--- config.mk ---
export PLATFORM = sky130hd
export DESIGN_NAME = sdram_port_arbiter
export DESIGN_NICKNAME = d
export VERILOG_FILES = /design/src/rtl/sdram_arb_pkg.sv /design/src/rtl/sdram_tag_fifo.sv /design/src/rtl/sdram_port_arbiter.sv
export SDC_FILE = /design/constraint.sdc
export NUM_CORES = 1
export LEC_CHECK = 0
export CAP_MARGIN = 20
export CORE_MARGIN = 3
export CORE_UTILIZATION = 37
export CTS_CLUSTER_DIAMETER = 50
export DETAILED_ROUTE_END_ITERATION = 12
export GPL_TIMING_DRIVEN = 0
export PLACE_DENSITY = 0.93
export SETUP_SLACK_MARGIN = 0.2
export SLEW_MARGIN = 10
export SYNTH_ARGS = -nofsm -noshare
export SYNTH_HDL_FRONTEND = slang
export SYNTH_SLANG_ARGS = --single-unit
--- constraint.sdc ---
create_clock -name clk_axi -period 3 [get_ports clk_axi]
set_input_delay 0.45 -clock clk_axi [delete_from_list [all_inputs] [get_ports clk_axi]]
set_output_delay 0.45 -clock clk_axi [all_outputs]
set_load 0.01 [all_outputs]
--- src/rtl/sdram_arb_pkg.sv ---
// Shared types and helpers for the SDRAM port arbiter.
// Holds the default widths, the FSM state type and the round-robin pick function.
package sdram_arb_pkg;

   localparam int MAX_REQ       = 8;
   localparam int DEF_NUM_REQ   = 4;
   localparam int DEF_ADDR_W    = 24;
   localparam int DEF_DATA_W    = 16;
   localparam int DEF_TAG_DEPTH = 4;

   typedef enum logic {ARB, CMD} arb_state_t;

   typedef struct packed {
      logic       found;
      logic [2:0] idx;
   } rr_pick_t;

   // First set bit of mask at or after ptr, wrapping modulo n.
   function automatic rr_pick_t rr_pick(input logic [MAX_REQ-1:0] mask,
                                        input logic [2:0]         ptr,
                                        input int                 n);
      rr_pick_t r;
      int       k;
      r = '0;
      for (int i = 0; i < MAX_REQ; i++) begin
         k = (int'(ptr) + i) % n;
         if (i < n && !r.found && mask[k[2:0]]) begin
            r.found = 1'b1;
            r.idx   = k[2:0];
         end
      end
      return r;
   endfunction

endpackage

--- src/rtl/sdram_tag_fifo.sv ---
// In-order FIFO of requester indices for read bursts in flight; head is
// combinational, push/pop take effect on the clock edge.
module sdram_tag_fifo
   import sdram_arb_pkg::*;
#(
   parameter int WIDTH = 2,
   parameter int DEPTH = DEF_TAG_DEPTH
) (
   input  logic                   i_clk,
   input  logic                   i_rst,
   input  logic                   i_push,
   input  logic [WIDTH-1:0]       i_push_dat,
   input  logic                   i_pop,
   output logic [WIDTH-1:0]       o_head_dat,
   output logic                   o_full,
   output logic                   o_empty,
   output logic [$clog2(DEPTH):0] o_count
);
   localparam int PTR_W = $clog2(DEPTH);

   logic [WIDTH-1:0] r_mem [DEPTH];
   logic [PTR_W-1:0] r_wr_ptr;
   logic [PTR_W-1:0] r_rd_ptr;
   logic [PTR_W:0]   r_count;
   logic             w_push;
   logic             w_pop;

   assign o_full     = (r_count == (PTR_W+1)'(DEPTH));
   assign o_empty    = (r_count == '0);
   assign o_count    = r_count;
   assign o_head_dat = r_mem[r_rd_ptr];
   assign w_push     = i_push && !o_full;
   assign w_pop      = i_pop && !o_empty;

   always_ff @(posedge i_clk) begin
      if (i_rst) begin
         r_wr_ptr <= '0;
         r_rd_ptr <= '0;
         r_count  <= '0;
      end else begin
         if (w_push) begin
            r_mem[r_wr_ptr] <= i_push_dat;
            r_wr_ptr        <= r_wr_ptr + 1'b1;
         end
         if (w_pop) r_rd_ptr <= r_rd_ptr + 1'b1;
         case ({w_push, w_pop})
            2'b10:   r_count <= r_count + 1'b1;
            2'b01:   r_count <= r_count - 1'b1;
            default: r_count <= r_count;
         endcase
      end
   end

endmodule

--- src/rtl/sdram_port_arbiter.sv ---
// Round-robin share of one SDRAM driver between NUM_REQ requesters; one command per
// two cycles, read responses steered back to their issuer through an in-order tag FIFO.
module sdram_port_arbiter
   import sdram_arb_pkg::*;
#(
   parameter int NUM_REQ   = DEF_NUM_REQ,
   parameter int ADDR_W    = DEF_ADDR_W,
   parameter int DATA_W    = DEF_DATA_W,
   parameter int TAG_DEPTH = DEF_TAG_DEPTH
) (
   input  logic                          clk_axi,
   input  logic                          rst_axi,
   input  logic [NUM_REQ-1:0]            req_valid_i,
   output logic [NUM_REQ-1:0]            req_ready_o,
   input  logic [NUM_REQ-1:0]            req_we_i,
   input  logic [NUM_REQ*ADDR_W-1:0]     req_addr_i,
   input  logic [NUM_REQ*DATA_W-1:0]     req_wdata_i,
   output logic [NUM_REQ-1:0]            rsp_valid_o,
   output logic                          rsp_last_o,
   output logic [DATA_W-1:0]             rsp_data_o,
   input  logic [NUM_REQ-1:0]            rsp_ready_i,
   output logic                          reader_valid_o,
   input  logic                          reader_ready_i,
   output logic [ADDR_W-1:0]             reader_addr_o,
   output logic                          writer_valid_o,
   input  logic                          writer_ready_i,
   output logic [ADDR_W-1:0]             writer_addr_o,
   output logic [DATA_W-1:0]             writer_data_o,
   input  logic                          resp_valid_i,
   input  logic                          resp_last_i,
   input  logic [DATA_W-1:0]             resp_data_i,
   output logic                          resp_ready_o,
   output logic [$clog2(TAG_DEPTH):0]    outstanding_o,
   output logic                          error_orphan_o
);
   localparam int IDX_W = $clog2(NUM_REQ);

   arb_state_t          r_state;
   arb_state_t          w_state_nxt;
   logic [IDX_W-1:0]    r_grant;
   logic [IDX_W-1:0]    r_rr_ptr;
   logic                r_we;
   logic [ADDR_W-1:0]   r_addr;
   logic [DATA_W-1:0]   r_wdata;
   logic                r_orphan;

   logic [NUM_REQ-1:0]  w_elig;
   logic [MAX_REQ-1:0]  w_mask;
   rr_pick_t            w_pick;
   logic [IDX_W-1:0]    w_pick_idx;
   logic [IDX_W-1:0]    w_grant_inc;
   logic                w_cmd_hs;
   logic                w_push;
   logic                w_pop;
   logic                w_full;
   logic                w_empty;
   logic [IDX_W-1:0]    w_head;

   // Reads are held back while every tag slot is in use; writes never need a tag.
   always_comb begin
      w_elig = req_valid_i & (req_we_i | {NUM_REQ{~w_full}});
      w_mask = '0;
      w_mask[NUM_REQ-1:0] = w_elig;
      w_pick = rr_pick(w_mask, 3'(r_rr_ptr), NUM_REQ);
      w_pick_idx = '0;
      for (int k = 0; k < NUM_REQ; k++)
         if (w_pick.idx == 3'(k)) w_pick_idx = IDX_W'(k);
   end

   always_comb begin
      w_state_nxt = r_state;
      w_cmd_hs    = 1'b0;
      case (r_state)
         ARB: if (w_pick.found) w_state_nxt = CMD;
         CMD: begin
            w_cmd_hs = r_we ? writer_ready_i : reader_ready_i;
            if (w_cmd_hs) w_state_nxt = ARB;
         end
         default: w_state_nxt = ARB;
      endcase
   end

   assign w_grant_inc = (r_grant == IDX_W'(NUM_REQ-1)) ? '0 : r_grant + 1'b1;

   always_ff @(posedge clk_axi) begin
      if (rst_axi) begin
         r_state  <= ARB;
         r_grant  <= '0;
         r_rr_ptr <= '0;
         r_we     <= 1'b0;
         r_addr   <= '0;
         r_wdata  <= '0;
         r_orphan <= 1'b0;
      end else begin
         r_state <= w_state_nxt;
         if (r_state == ARB && w_pick.found) begin
            r_grant <= w_pick_idx;
            r_we    <= req_we_i[w_pick_idx];
            r_addr  <= req_addr_i[w_pick_idx*ADDR_W +: ADDR_W];
            r_wdata <= req_wdata_i[w_pick_idx*DATA_W +: DATA_W];
         end
         if (w_cmd_hs) r_rr_ptr <= w_grant_inc;
         if (resp_valid_i && w_empty) r_orphan <= 1'b1;
      end
   end

   assign reader_valid_o = (r_state == CMD) && !r_we;
   assign writer_valid_o = (r_state == CMD) && r_we;
   assign reader_addr_o  = r_addr;
   assign writer_addr_o  = r_addr;
   assign writer_data_o  = r_wdata;

   always_comb begin
      req_ready_o = '0;
      if (w_cmd_hs) req_ready_o[r_grant] = 1'b1;
   end

   // With no tag at the head the word is orphaned: nobody is offered it and it is not consumed.
   always_comb begin
      rsp_valid_o  = '0;
      resp_ready_o = 1'b0;
      if (!w_empty) begin
         rsp_valid_o[w_head] = resp_valid_i;
         resp_ready_o        = rsp_ready_i[w_head];
      end
   end

   assign rsp_last_o     = resp_last_i;
   assign rsp_data_o     = resp_data_i;
   assign error_orphan_o = r_orphan;
   assign w_push         = w_cmd_hs && !r_we;
   assign w_pop          = resp_valid_i && resp_ready_o && resp_last_i;

   sdram_tag_fifo #(
      .WIDTH (IDX_W),
      .DEPTH (TAG_DEPTH)
   ) u_tag_fifo (
      .i_clk      (clk_axi),
      .i_rst      (rst_axi),
      .i_push     (w_push),
      .i_push_dat (r_grant),
      .i_pop      (w_pop),
      .o_head_dat (w_head),
      .o_full     (w_full),
      .o_empty    (w_empty),
      .o_count    (outstanding_o)
   );

endmodule

### Yosys cells after proc, flatten, opt, wreduce, memory -nomap -nowiden

Memories as Yosys holds them, arrays and structs flattened. A register that Yosys moved wholly into a read port is not among the register bits.
Index checks and enable logic that the tools add are counted.

| word-level totals | value |
|---|---|
| logic and storage cells | 109 |
| memory bits (writable) | 8 |
| memories kept | 1 |
| output and inout bits | 96 |
| input bits | 194 |
| register bits after elaboration | 54 |

| operators by class | value |
|---|---|
| equality and inequality tests | 7 |
| multiply operators | 1 |
| reduce and logical (&&, ||, !) cells | 25 |
| shift-type cells | 2 |
| muxes and demuxes | 38 |
| bitwise gates (word level) | 8 |
| $add $sub $neg | 8 |
| order comparisons | 9 |

Memories:

| name | words | width | read ports | clocked after Yosys merged registers in | write ports | line | RTL |
|---|---|---|---|---|---|---|---|
| u_tag_fifo.r_mem | 4 | 2 | 1 | 1 | 1 | sdram_tag_fifo.sv:21 | `logic [WIDTH-1:0] r_mem [DEPTH];` |

Operators with widths:

| operator | count |
|---|---|
| indexed part select 96 x 8 -> 24 bit | 1 |
| indexed part select 64 x 7 -> 16 bit | 1 |
| two-way mux 4 bit | 6 |
| two-way mux 1 bit | 17 |
| logical AND 1 bit | 14 |
| less-than comparator 3 x 4 -> 1 bit (second input constant) | 3 |
| two-way mux 2 bit | 5 |
| binary-select mux 1 bit (select 3 bit) | 3 |
| less-than comparator 2 x 3 -> 1 bit (second input constant) | 3 |
| adder 2 x 1 -> 2 bit (second input constant) | 4 |
| bitwise AND 4 bit | 2 |
| binary-select mux 1 bit (select 2 bit) | 3 |
| equality test 3 x 2 -> 1 bit (second input constant) | 2 |
| zero test 1 bit | 6 |
| one-hot mux 3 bit (2 select lines) | 1 |
| OR reduction 2 bit | 3 |
| adder 2 bit (second input constant) | 2 |
| demux 1 bit (select 2 bit) | 2 |
| equality test 2 bit (second input constant) | 2 |
| >= comparator 2 x 1 -> 1 bit (second input constant) | 2 |
| less-than comparator 2 x 4 -> 1 bit (second input constant) | 1 |
| multiplier 2 x 2 -> 4 bit (second input constant) | 1 |
| bitwise OR 4 bit | 1 |
| adder 3 x 1 -> 3 bit (second input constant) | 1 |
| other kinds (9) | 12 |

### Longest topological paths before layout

Gate-level depths: netlist of the first run.

| depth | value |
|---|---|
| word-level depth | 22 |
| depth in mapped cells | 10 |

### By module

A second synthesis of the first run with hierarchy kept.

| second synthesis, totals | value |
|---|---|
| cells, all modules | 415 |
| area total of the unflattened synthesis | 4276.6 um^2 |

Modules (own cells, without submodules):

| module | cells each | seq. area each (um^2) | area an instance (um^2) | instances |
|---|---|---|---|---|
| sdram_port_arbiter | 351 | 940.9 | 3500.9 | 1 |
| sdram_tag_fifo | 64 | 420.4 | 775.7 | 1 |

### Least setup slack after synthesis of the first run

OpenSTA, ideal clock, no wires.

| path | value |
|---|---|
| kind | reg2reg |
| from | reg (tool-made name) |
| to | reg u_tag_fifo.r_count[2] (netlist: u_tag_fifo.o_count[2]) |
| data arrival time | 2624 ps |
| clock period less this slack | 2694 ps |
| stages on the path, launching flop included | 10 |
| required time | 2930 ps |
| setup time | 70 ps |
| slack | 306 ps |
| cells stage by stage | dfxtp_1 -> mux4_2 -> mux4_2 -> and3_1 -> ha_1 -> inv_1 -> fa_1 -> xor2_1 -> or3_1 -> a21oi_1 |

RTL lines:

| what | line | RTL |
|---|---|---|
| end signal: assignment | sdram_tag_fifo.sv:47 | `2'b10: r_count <= r_count + 1'b1;` |
| end signal: assignment | sdram_tag_fifo.sv:48 | `2'b01: r_count <= r_count - 1'b1;` |
| end signal: assignment | sdram_tag_fifo.sv:49 | `default: r_count <= r_count;` |
| end: declaration | sdram_tag_fifo.sv:24 | `logic [PTR_W:0] r_count;` |

==> results of run 1 <==
worst paths after layout:
kind | to | slack [ps] | from | cells past startpoint
worst min register to register | writer_data_o[6]$_SDFFE_PP0P_ | 460 | writer_data_o[6]$_SDFFE_PP0P_ | 2
worst min-delay path | writer_data_o[6]$_SDFFE_PP0P_ | 460 | writer_data_o[6]$_SDFFE_PP0P_ | 2
worst max register to register | u_tag_fifo.o_count[2]$_SDFFE_PP0P_ | 290 | flop | 9
worst max-delay path | resp_ready_o | 260 | flop | 4
power by group:
part / switching, W / internal [W]
logic: 0.000521 / 0.000701
registers: 0.0000727 / 0.000954
clock network: 0.000435 / 0.000737
total: 0.00103 / 0.00239
sequential cells by signal, indices dropped and copies added (netlist names), named ones only:
name,count
reader_addr_o,24
r_state,1
u_tag_fifo.r_mem,8
u_tag_fifo.r_wr_ptr,2
r_we,1
writer_data_o,16
u_tag_fifo.r_rd_ptr,2
error_orphan_o,1
r_grant,2
u_tag_fifo.o_count,3
r_rr_ptr,2
metal layers:
layer  vias up  wire length, µm  part of all wire (%)  track usage, %
met5         -                0                     0               0
met4         0              481                   2.7            8.63
met3        37             1270                   7.0            5.34
met2       225             9120                    51            46.9
met1      2369             7150                    40            30.4
li1       2419                -                     -               -
layout make-up:
type | instances | share of cell area [%]
inverter | 9 | 0.443
multi-input combinational | 347 | 31.4
clock buffer | 9 | 2.95
clock inverter | 7 | 1.34
timing repair buffer | 275 | 36.0
tap | 140 | 2.30
sequential | 64 | 17.9
buffer | 89 | 7.76
through the flow:
step,cell area [µm²],power [W],setup TNS [ps],setup WS [ps]
after floorplan,4350,0.00159,0,306
after global placement,7240,0.00223,-34.6,-21.2
after detailed placement,7240,0.00226,-1630,-97.2
after CTS,7580,0.00342,0,224
after global routing,7630,0.00356,0,197
final,7630,0.00342,0,257
critical path: cells and delay by family (launching register included):
family	cells	cell delay, ps
AO/OA/AOI/OAI	1	130
buffers and inverters	1	490
flip-flops	1	350
multiplexers	2	1010
what timing repair did:
action                                  CTS  global route
cloned                                    0             0
buffers inserted                          1             2
resized for setup                         2            20
endpoints found under the hold margin     0             0
endpoints found under the setup margin    2            45
cells by family after synthesis:
kind of cell,Yosys count,share of synthesized area [%]
flip-flops,64,31.3
AND/OR/NAND/NOR,183,23.2
XOR/XNOR,5,1.01
AO/OA/AOI/OAI,143,25.0
buffers and inverters,98,14.1
multiplexers,6,2.25
adder cells (fa/ha/maj),10,3.05
layout by cell type (no fill, tap or decap), types with 2 or more instances in the layout:
master,count
nand2_1,48
nor3_1,4
or3_1,2
mux2i_1,3
a211oi_1,82
dfxtp_1,55
o31ai_1,42
and3_1,83
clkinv_4,2
xnor2_1,2
clkdlybuf4s50_1,272
clkbuf_2,9
xor2_1,3
nor2_1,18
buf_2,14
ha_1,8
clkbuf_16,9
mux4_2,3
edfxtp_1,8
nand3_1,3
nor4b_2,2
a21o_1,2
clkbuf_1,13
a211oi_2,2
a21oi_1,7
inv_6,2
buf_4,48
nand2b_1,3
buf_6,8
o21ai_0,2
bufinv_16,2
and2_1,9
inv_1,9
or4b_4,2
nor2b_1,4
==> qor.csv, run 1 <==
metric,value,unit
outcome,finished clean,
Routed WL per cell,19.2,µm
drt pass-1 iters,4,
Final Net Count,999,
vias in the first global route,5162,
"Top cell by count, worst path",mux4_2,
final setup vio count,0,
htree depth,3,
relative slew slack,61.1,%
Post-synth EDFFs,8,
worst hold margin,457,ps
initial antenna violation count,0,
layout cells sized above 1,14.0,%
worst-path cell chain,"mux4_2, mux4_2, o31a_1, clkdlybuf4s50_1",
Crit path arrival time,2290,ps
CTS tree,yes,
CTS Hold Bufs,0,
area grow syn2layout,75.6,%
area of the core,11200,µm²
Layout fillers,878,
synthesized cell area,4350,µm²
gpl congestion,0.867,
Worst-Margin Slew,584,ps
RSZ-0062 raised after global routing,no,
average vias per placed instance,5.37,
1st-iter DRT viols,378,
Overall Global Routing Usage,25.9,%
placed instance count,921,
port buffer count,272,
CP Launch Type,flop,
pwr/cell area,448,nW/µm²
CP Class,flop to output pin,
storage element area,1360,µm²
CTS max path bufs,2,
syn_nets,713,
sequential-to-total area share from yosys stat,31.3,%
clk_skew,9.52,ps
die width,114,µm
DIE HEIGHT,114,µm
Synth top area share,25.8,%
total wire length,18000,µm
Period minus WS final,2740,ps
max_cap viols,0,
Max Slew Vio Count,0,
Clock Root Buffer,clkbuf_16,
Layout Utilization,68.3,%
Leakage,3.12,nW
Yosys top cell by area,dfxtp_1,
global-route wire length before repair,26700,µm
worst vdd ir,0.318,mV
average size of a mapped cell,8.54,µm²
Routed Antenna Nets,0,
Post-synth ARST share,0,%
critical path endpoint category,output pin,
DR vias,5050,
largest net degree at the start of global routing,14,
"slowest stage delay, CP",540,ps
Synth top cells by count,"and3_1, a211oi_1, dfxtp_1",
Detailed Place HPWL,14200,µm
Top Ports,290,
final non-filler cell total,940,
n_diodes,0,
fmax,365,MHz
Num CTS Buffers,9,
Rows,38,
critical-path maximum fanout,2,
main area contributors after synthesis,"dfxtp_1, a211oi_1, and3_1, buf_4, o31ai_1",
"count leader, synth",and3_1,
period utilization,91.4,%
Synth Register Bits,64,
Cell variety after synth,42,
die area,13100,µm²
DRC viols,0,
Initial Util,38.9,%
area of the multi-input gates,2390,µm²
Clock Latency Late Sink,330,ps
Congestion Overflow GR,0,
Slowest cell on crit path,mux4_2,
prevailing post-synth register cell,dfxtp_1,
hold crit path type,flop to flop,
number of synthesis warnings,0,
"Clk pin slew, worst setup/hold paths",60,ps
worst endpoint required time,2550,ps
cells after synthesis,509,
Sink Count,64,
Fin. Hold Viols,0,
Power figures use the tool's default switching activity.
==> run 2, diff against run 1 <==
- CORE_ASPECT_RATIO: unset -> 0.8
- CORE_UTILIZATION: 37 -> 33
- PLACE_DENSITY: 0.93 -> 0.88
- clock period: 3 -> 2.5 ns (I/O delays scaled with it)
==> qor.csv, run 2 (synthesis results as in run 1) <==
metric,value,unit,change
Clock Latency Late Sink,330,ps,about the same
reg-to-reg startpoint,u_tag_fifo.o_count[0]$_SDFFE_PP0P_,,
critical path launch point,u_tag_fifo.o_count[0]$_SDFFE_PP0P_,,
FF-to-FF path depth,9,,unchanged
failing checks,negative setup slack,,
Final Net Count,1009,,+1.0%
Clock power frac,33.5,%,-0.8 points
max FFs per register,24,,unchanged
layout cells sized above 1,20.4,%,+6.4 points
Worst R2R End,reader_addr_o[21]$_SDFFE_PP0P_,,
vias in the first global route,5071,,-1.8%
largest net degree at the start of global routing,14,,unchanged
"Worst Setup Slack, final",-174,ps,-431 ps
Sink Count,64,,unchanged
gpl congestion,0.859,,-0.97%
Crit path arrival time,2880,ps,+590 ps
Routed Antenna Nets,0,,unchanged
drt pass-1 iters,4,,unchanged
area of the multi-input gates,2600,µm²,+8.7%
CP Launch Type,flop,,
Period minus WS final,2670,ps,
Congestion Overflow GR,0,,unchanged
area of the core,12500,µm²,+12%
DRC viols,0,,unchanged
Top Ports,290,,unchanged
switching power,0.00128,W,+25%
DR vias,5121,,+1.4%
n_diodes,0,,unchanged
sequential share of power,29.1,%,-0.9 points
placed instance count,952,,+3.4%
Overall Global Routing Usage,23.6,%,-2.3 points
worst endpoint required time,2700,ps,+150 ps
Initial Util,34.7,%,-4.2 points
critical-path maximum fanout,10,,+8
total wire length,18400,µm,+1.9%
area grow syn2layout,84.8,%,
worst reg-to-reg setup slack,-170,ps,-460 ps
Max Slew Vio Count,0,,unchanged
average vias per placed instance,5.22,,-2.8%
Rows,36,,-5.3%
Detailed Place HPWL,14200,µm,-0.28%
Routed WL per cell,18.7,µm,-2.4%
CP Class,flop to flop,,
Comb pwr share,37.3,%,+1.6 points
die width,134,µm,+17%
final non-filler cell total,981,,+4.4%
1st-iter DRT viols,235,,-38%
fmax,374,MHz,
htree depth,3,,unchanged
"most common cell after layout, fill and taps aside",clkdlybuf4s50_1,,
final setup vio count,13,,+13
outcome,finished with violations,,
hold crit path type,primary input to flop,,
initial antenna violation count,0,,unchanged
CTS tree,yes,,
Pint,0.00294,W,+23%
max_cap viols,0,,unchanged
relative slew slack,66.0,%,+4.9 points
period utilization,107,%,
crit path to,reader_addr_o[21]$_SDFFE_PP0P_,,
clk_skew,3.53,ps,-5.99 ps
Fin. Hold Viols,0,,unchanged
Clock Root Buffer,clkbuf_16,,
CTS max path bufs,2,,unchanged
global-route wire length before repair,26800,µm,+0.15%
most frequent cells in the layout,"clkdlybuf4s50_1, and3_1, buf_4, a211oi_1, dfxtp_1",,
hold_sp,rst_axi,,
port buffer count,272,,unchanged
worst hold margin,438,ps,-18.6 ps
switching share of power,30.4,%,+0.31 points
DIE HEIGHT,109,µm,-5.0%
worst vdd ir,0.481,mV,+51%
"Clk pin slew, worst setup/hold paths",60,ps,about the same
RSZ-0062 raised after global routing,yes,,
Worst-Margin Slew,510,ps,-73.8 ps
Num CTS Buffers,9,,unchanged
pwr/cell area,525,nW/µm²,+17%
storage element area,1360,µm²,unchanged
critical path endpoint category,flop,,
Leakage,3.30,nW,+5.9%
die area,14600,µm²,+12%
Layout fillers,1067,,+22%
[run 2: critical path, cell delays in order, from the launching register on]
cell      delay (ps)
dfxtp_1          330
buf_6            150
or4b_4           590
a211oi_4         290
o32ai_4          140
buf_6            180
buf_6            140
and3_1           180
a211oi_1         400
o31ai_1          130
[run 2: power by group through the flow]
stage	clock, W	combinational (W)	sequential, W
3_3_place_gp	0	0.00144	0.00124
6_report	0.00141	0.00157	0.00123
2_1_floorplan	0	0.000642	0.00127
5_1_grt	0.00148	0.00168	0.00124
4_1_cts	0.00144	0.00152	0.00123
3_5_place_dp	0	0.00146	0.00125
[run 2: how the worst min path moves through the flow]
stage,to,slack [ps],cells after the start
after CTS,flop,420,2
after floorplan,r_we$_SDFFE_PP0P_,470,2
final,flop,440,2
after global routing,flop,470,2
after detailed placement,writer_data_o[7]$_SDFFE_PP0P_,440,2
after global placement,writer_data_o[8]$_SDFFE_PP0P_,430,2
[run 2: metal layers]
| layer | track usage, % | share of wire (%) | wire, µm |
|---|---|---|---|
| met1 | 28.7 | 42 | 7670 |
| met5 | 0 | 0 | 0 |
| met2 | 40.1 | 48 | 8740 |
| met4 | 6.76 | 1.6 | 288 |
| met3 | 7.89 | 9.0 | 1650 |
[run 2: cell type report]
cell class / count / share of cell area (%)
timing repair buffer: 285 / 35.0
multi-input combinational: 347 / 32.4
sequential: 64 / 17.0
buffer: 89 / 8.46
clock buffer: 9 / 2.81
tap: 171 / 2.66
clock inverter: 7 / 1.29
inverter: 9 / 0.421
[run 2: stage by stage]
step | TNS [ps] | total power (W) | area [µm²] | util (%) | setup WS, ps
after global placement | -20810 | 0.00268 | 7300 | 58.3 | -534
after detailed placement | -19440 | 0.00271 | 7300 | 58.3 | -496
after global routing | -4390 | 0.00440 | 8030 | 64.1 | -248
after floorplan | -36.7 | 0.00191 | 4370 | - | -36.7
final | -990 | 0.00422 | 8030 | 64.1 | -174
after CTS | -236 | 0.00418 | 7830 | 62.5 | -137
[run 2: what timing repair did]
action / in CTS / in global routing
resized for setup: 65 / 40
buffers inserted: 6 / 6
hold endpoints to repair: 0 / 0
gates cloned: 0 / 1
endpoints found under the setup margin: 53 / 45
pin swaps: 1 / 6
hold buffers: 0 / 0
==> run 3, diff against run 2 <==
- SKIP_LAST_GASP: unset -> 1
- SLEW_MARGIN: 10 -> 20
==> qor.csv, run 3 (synthesis results as in run 1) <==
metric,value,unit,change
outcome,finished with violations,,
failing checks,negative setup slack,,
port buffer count,272,,unchanged
Top Ports,290,,unchanged
Sink Count,64,,unchanged
global-route wire length before repair,26700,µm,-0.23%
Placed Area,7300,µm²,unchanged
GR Util met3,7.80,%,-0.092 points
Overall Global Routing Usage,23.5,%,-0.059 points
vias in the first global route,5061,,-0.20%
relative slew slack,66.5,%,+0.49 points
"Worst Setup Slack, final",-172,ps,+1.75 ps
Leakage,3.29,nW,-0.31%
area of the core,12500,µm²,unchanged
layout cells sized above 1,19.9,%,-0.47 points
drt pass-1 iters,5,,+1
most frequent cells in the layout,"clkdlybuf4s50_1, and3_1, buf_4, a211oi_1, dfxtp_1",,
critical path endpoint category,flop,,
average vias per placed instance,5.22,,about the same
largest net degree at the start of global routing,14,,unchanged
Period minus WS final,2670,ps,-1.75 ps
Max Slew Vio Count,0,,unchanged
hold crit path type,flop to flop,,
n_diodes,0,,unchanged
worst endpoint required time,2710,ps,about the same
final setup vio count,19,,+6
CTS tree,yes,,
max_cap viols,0,,unchanged
htree depth,3,,unchanged
clk_skew,3.15,ps,-0.381 ps
Most Crowded Layer GR,met2,,
Initial Util,34.7,%,unchanged
DRC viols,0,,unchanged
CP Launch Type,flop,,
Rows,36,,unchanged
Routed Antenna Nets,0,,unchanged
Final Net Count,1008,,-0.099%
CTS Hold Bufs,0,,unchanged
period utilization,107,%,about the same
DR vias,5116,,-0.098%
initial antenna violation count,0,,unchanged
Layout Utilization,63.8,%,-0.28 points
worst vdd ir,0.482,mV,+0.35%
Clock Latency Late Sink,330,ps,about the same
"Clk pin slew, worst setup/hold paths",60,ps,about the same
Routed WL per cell,18.6,µm,-0.34%
critical-path maximum fanout,11,,+1
die width,134,µm,unchanged
CP Class,flop to flop,,
Clock Root Buffer,clkbuf_16,,
total wire length,18300,µm,-0.44%
DIE HEIGHT,109,µm,unchanged
Congestion Overflow GR,0,,unchanged
Fin. Hold Viols,0,,unchanged
Layout fillers,1068,,+0.094%
Num CTS Buffers,9,,unchanged
GRT met2 Usage,40.1,%,unchanged
pwr/cell area,526,nW/µm²,+0.18%
max FFs per register,24,,unchanged
design area,7990,µm²,-0.44%
fmax,374,MHz,about the same
gpl congestion,0.859,,unchanged
1st-iter DRT viols,260,,+11%
Crit path arrival time,2880,ps,about the same
"most common cell after layout, fill and taps aside",clkdlybuf4s50_1,,
Worst-Margin Slew,503,ps,-7.28 ps
RSZ-0062 raised after global routing,yes,,
die area,14600,µm²,unchanged
Detailed Place HPWL,14200,µm,unchanged
area grow syn2layout,84.0,%,
met1 Use GR,28.6,%,-0.085 points
CTS max path bufs,2,,unchanged
[run 3: stage by stage]
step / hold slack [ps] / power, W / setup WS, ps / std cells / TNS [ps]
global route: 470 / 0.00439 / -252 / 980 / -5750
CTS: 424 / 0.00417 / -137 / 974 / -241
floorplan: 473 / 0.00191 / -36.7 / 509 / -36.7
global placement: 434 / 0.00268 / -534 / 952 / -20810
detailed placement: 440 / 0.00271 / -496 / 952 / -19440
finish: 452 / 0.00421 / -172 / 980 / -1110
[run 3: power breakdown]
part	internal, W	leakage [nW]	switching (W)	total [W]
Combinational	0.000896	2.59	0.000665	0.00156
Sequential	0.00115	0.535	0.0000829	0.00123
Clock	0.000886	0.161	0.000531	0.00142
Total	0.00293	3.29	0.00128	0.00421
[run 3: cell type report]
| class | instances | area [µm²] | share of cell area (%) |
|---|---|---|---|
| tap | 171 | 214 | 2.68 |
| sequential | 64 | 1360 | 17.0 |
| clock buffer | 9 | 225 | 2.82 |
| timing repair buffer | 284 | 2800 | 35.0 |
| buffer | 89 | 664 | 8.31 |
| multi-input combinational | 347 | 2590 | 32.4 |
| clock inverter | 7 | 104 | 1.30 |
| inverter | 9 | 33.8 | 0.423 |
[run 3: repair_timing]
item	CTS	global route
gates cloned	0	1
endpoints found under the setup margin	53	45
gates resized for setup	60	35
pin swaps	1	4
setup buffers	6	5
endpoints found under the hold margin	0	0
[run 3: metal layers]
metal  share of wire (%)  wire length [µm]
met5                   0                 0
met4                 1.5               283
met3                 9.5              1730
met2                  48              8750
met1                  41              7510
[run 3: path summary, 6_finish.rpt]
check / cells after the start / from / endpoint / slack [ps]
setup / recovery: 8 / u_tag_fifo.o_count[2]$_SDFFE_PP0P_ / reader_addr_o[21]$_SDFFE_PP0P_ / -170
hold / removal: 2 / writer_data_o[0]$_SDFFE_PP0P_ / writer_data_o[0]$_SDFFE_PP0P_ / 450
setup reg to reg: 8 / u_tag_fifo.o_count[2]$_SDFFE_PP0P_ / reader_addr_o[21]$_SDFFE_PP0P_ / -170
hold reg to reg: 2 / writer_data_o[0]$_SDFFE_PP0P_ / writer_data_o[0]$_SDFFE_PP0P_ / 450
[run 3: worst max-delay path, cell delays in order (launching register included)]
cell and delay [ps]:
dfxtp_1 520, or4b_4 560, a211oi_4 290, o32ai_4 140
buf_6 180, buf_6 140, and3_1 180, a211oi_1 390
o31ai_1 130
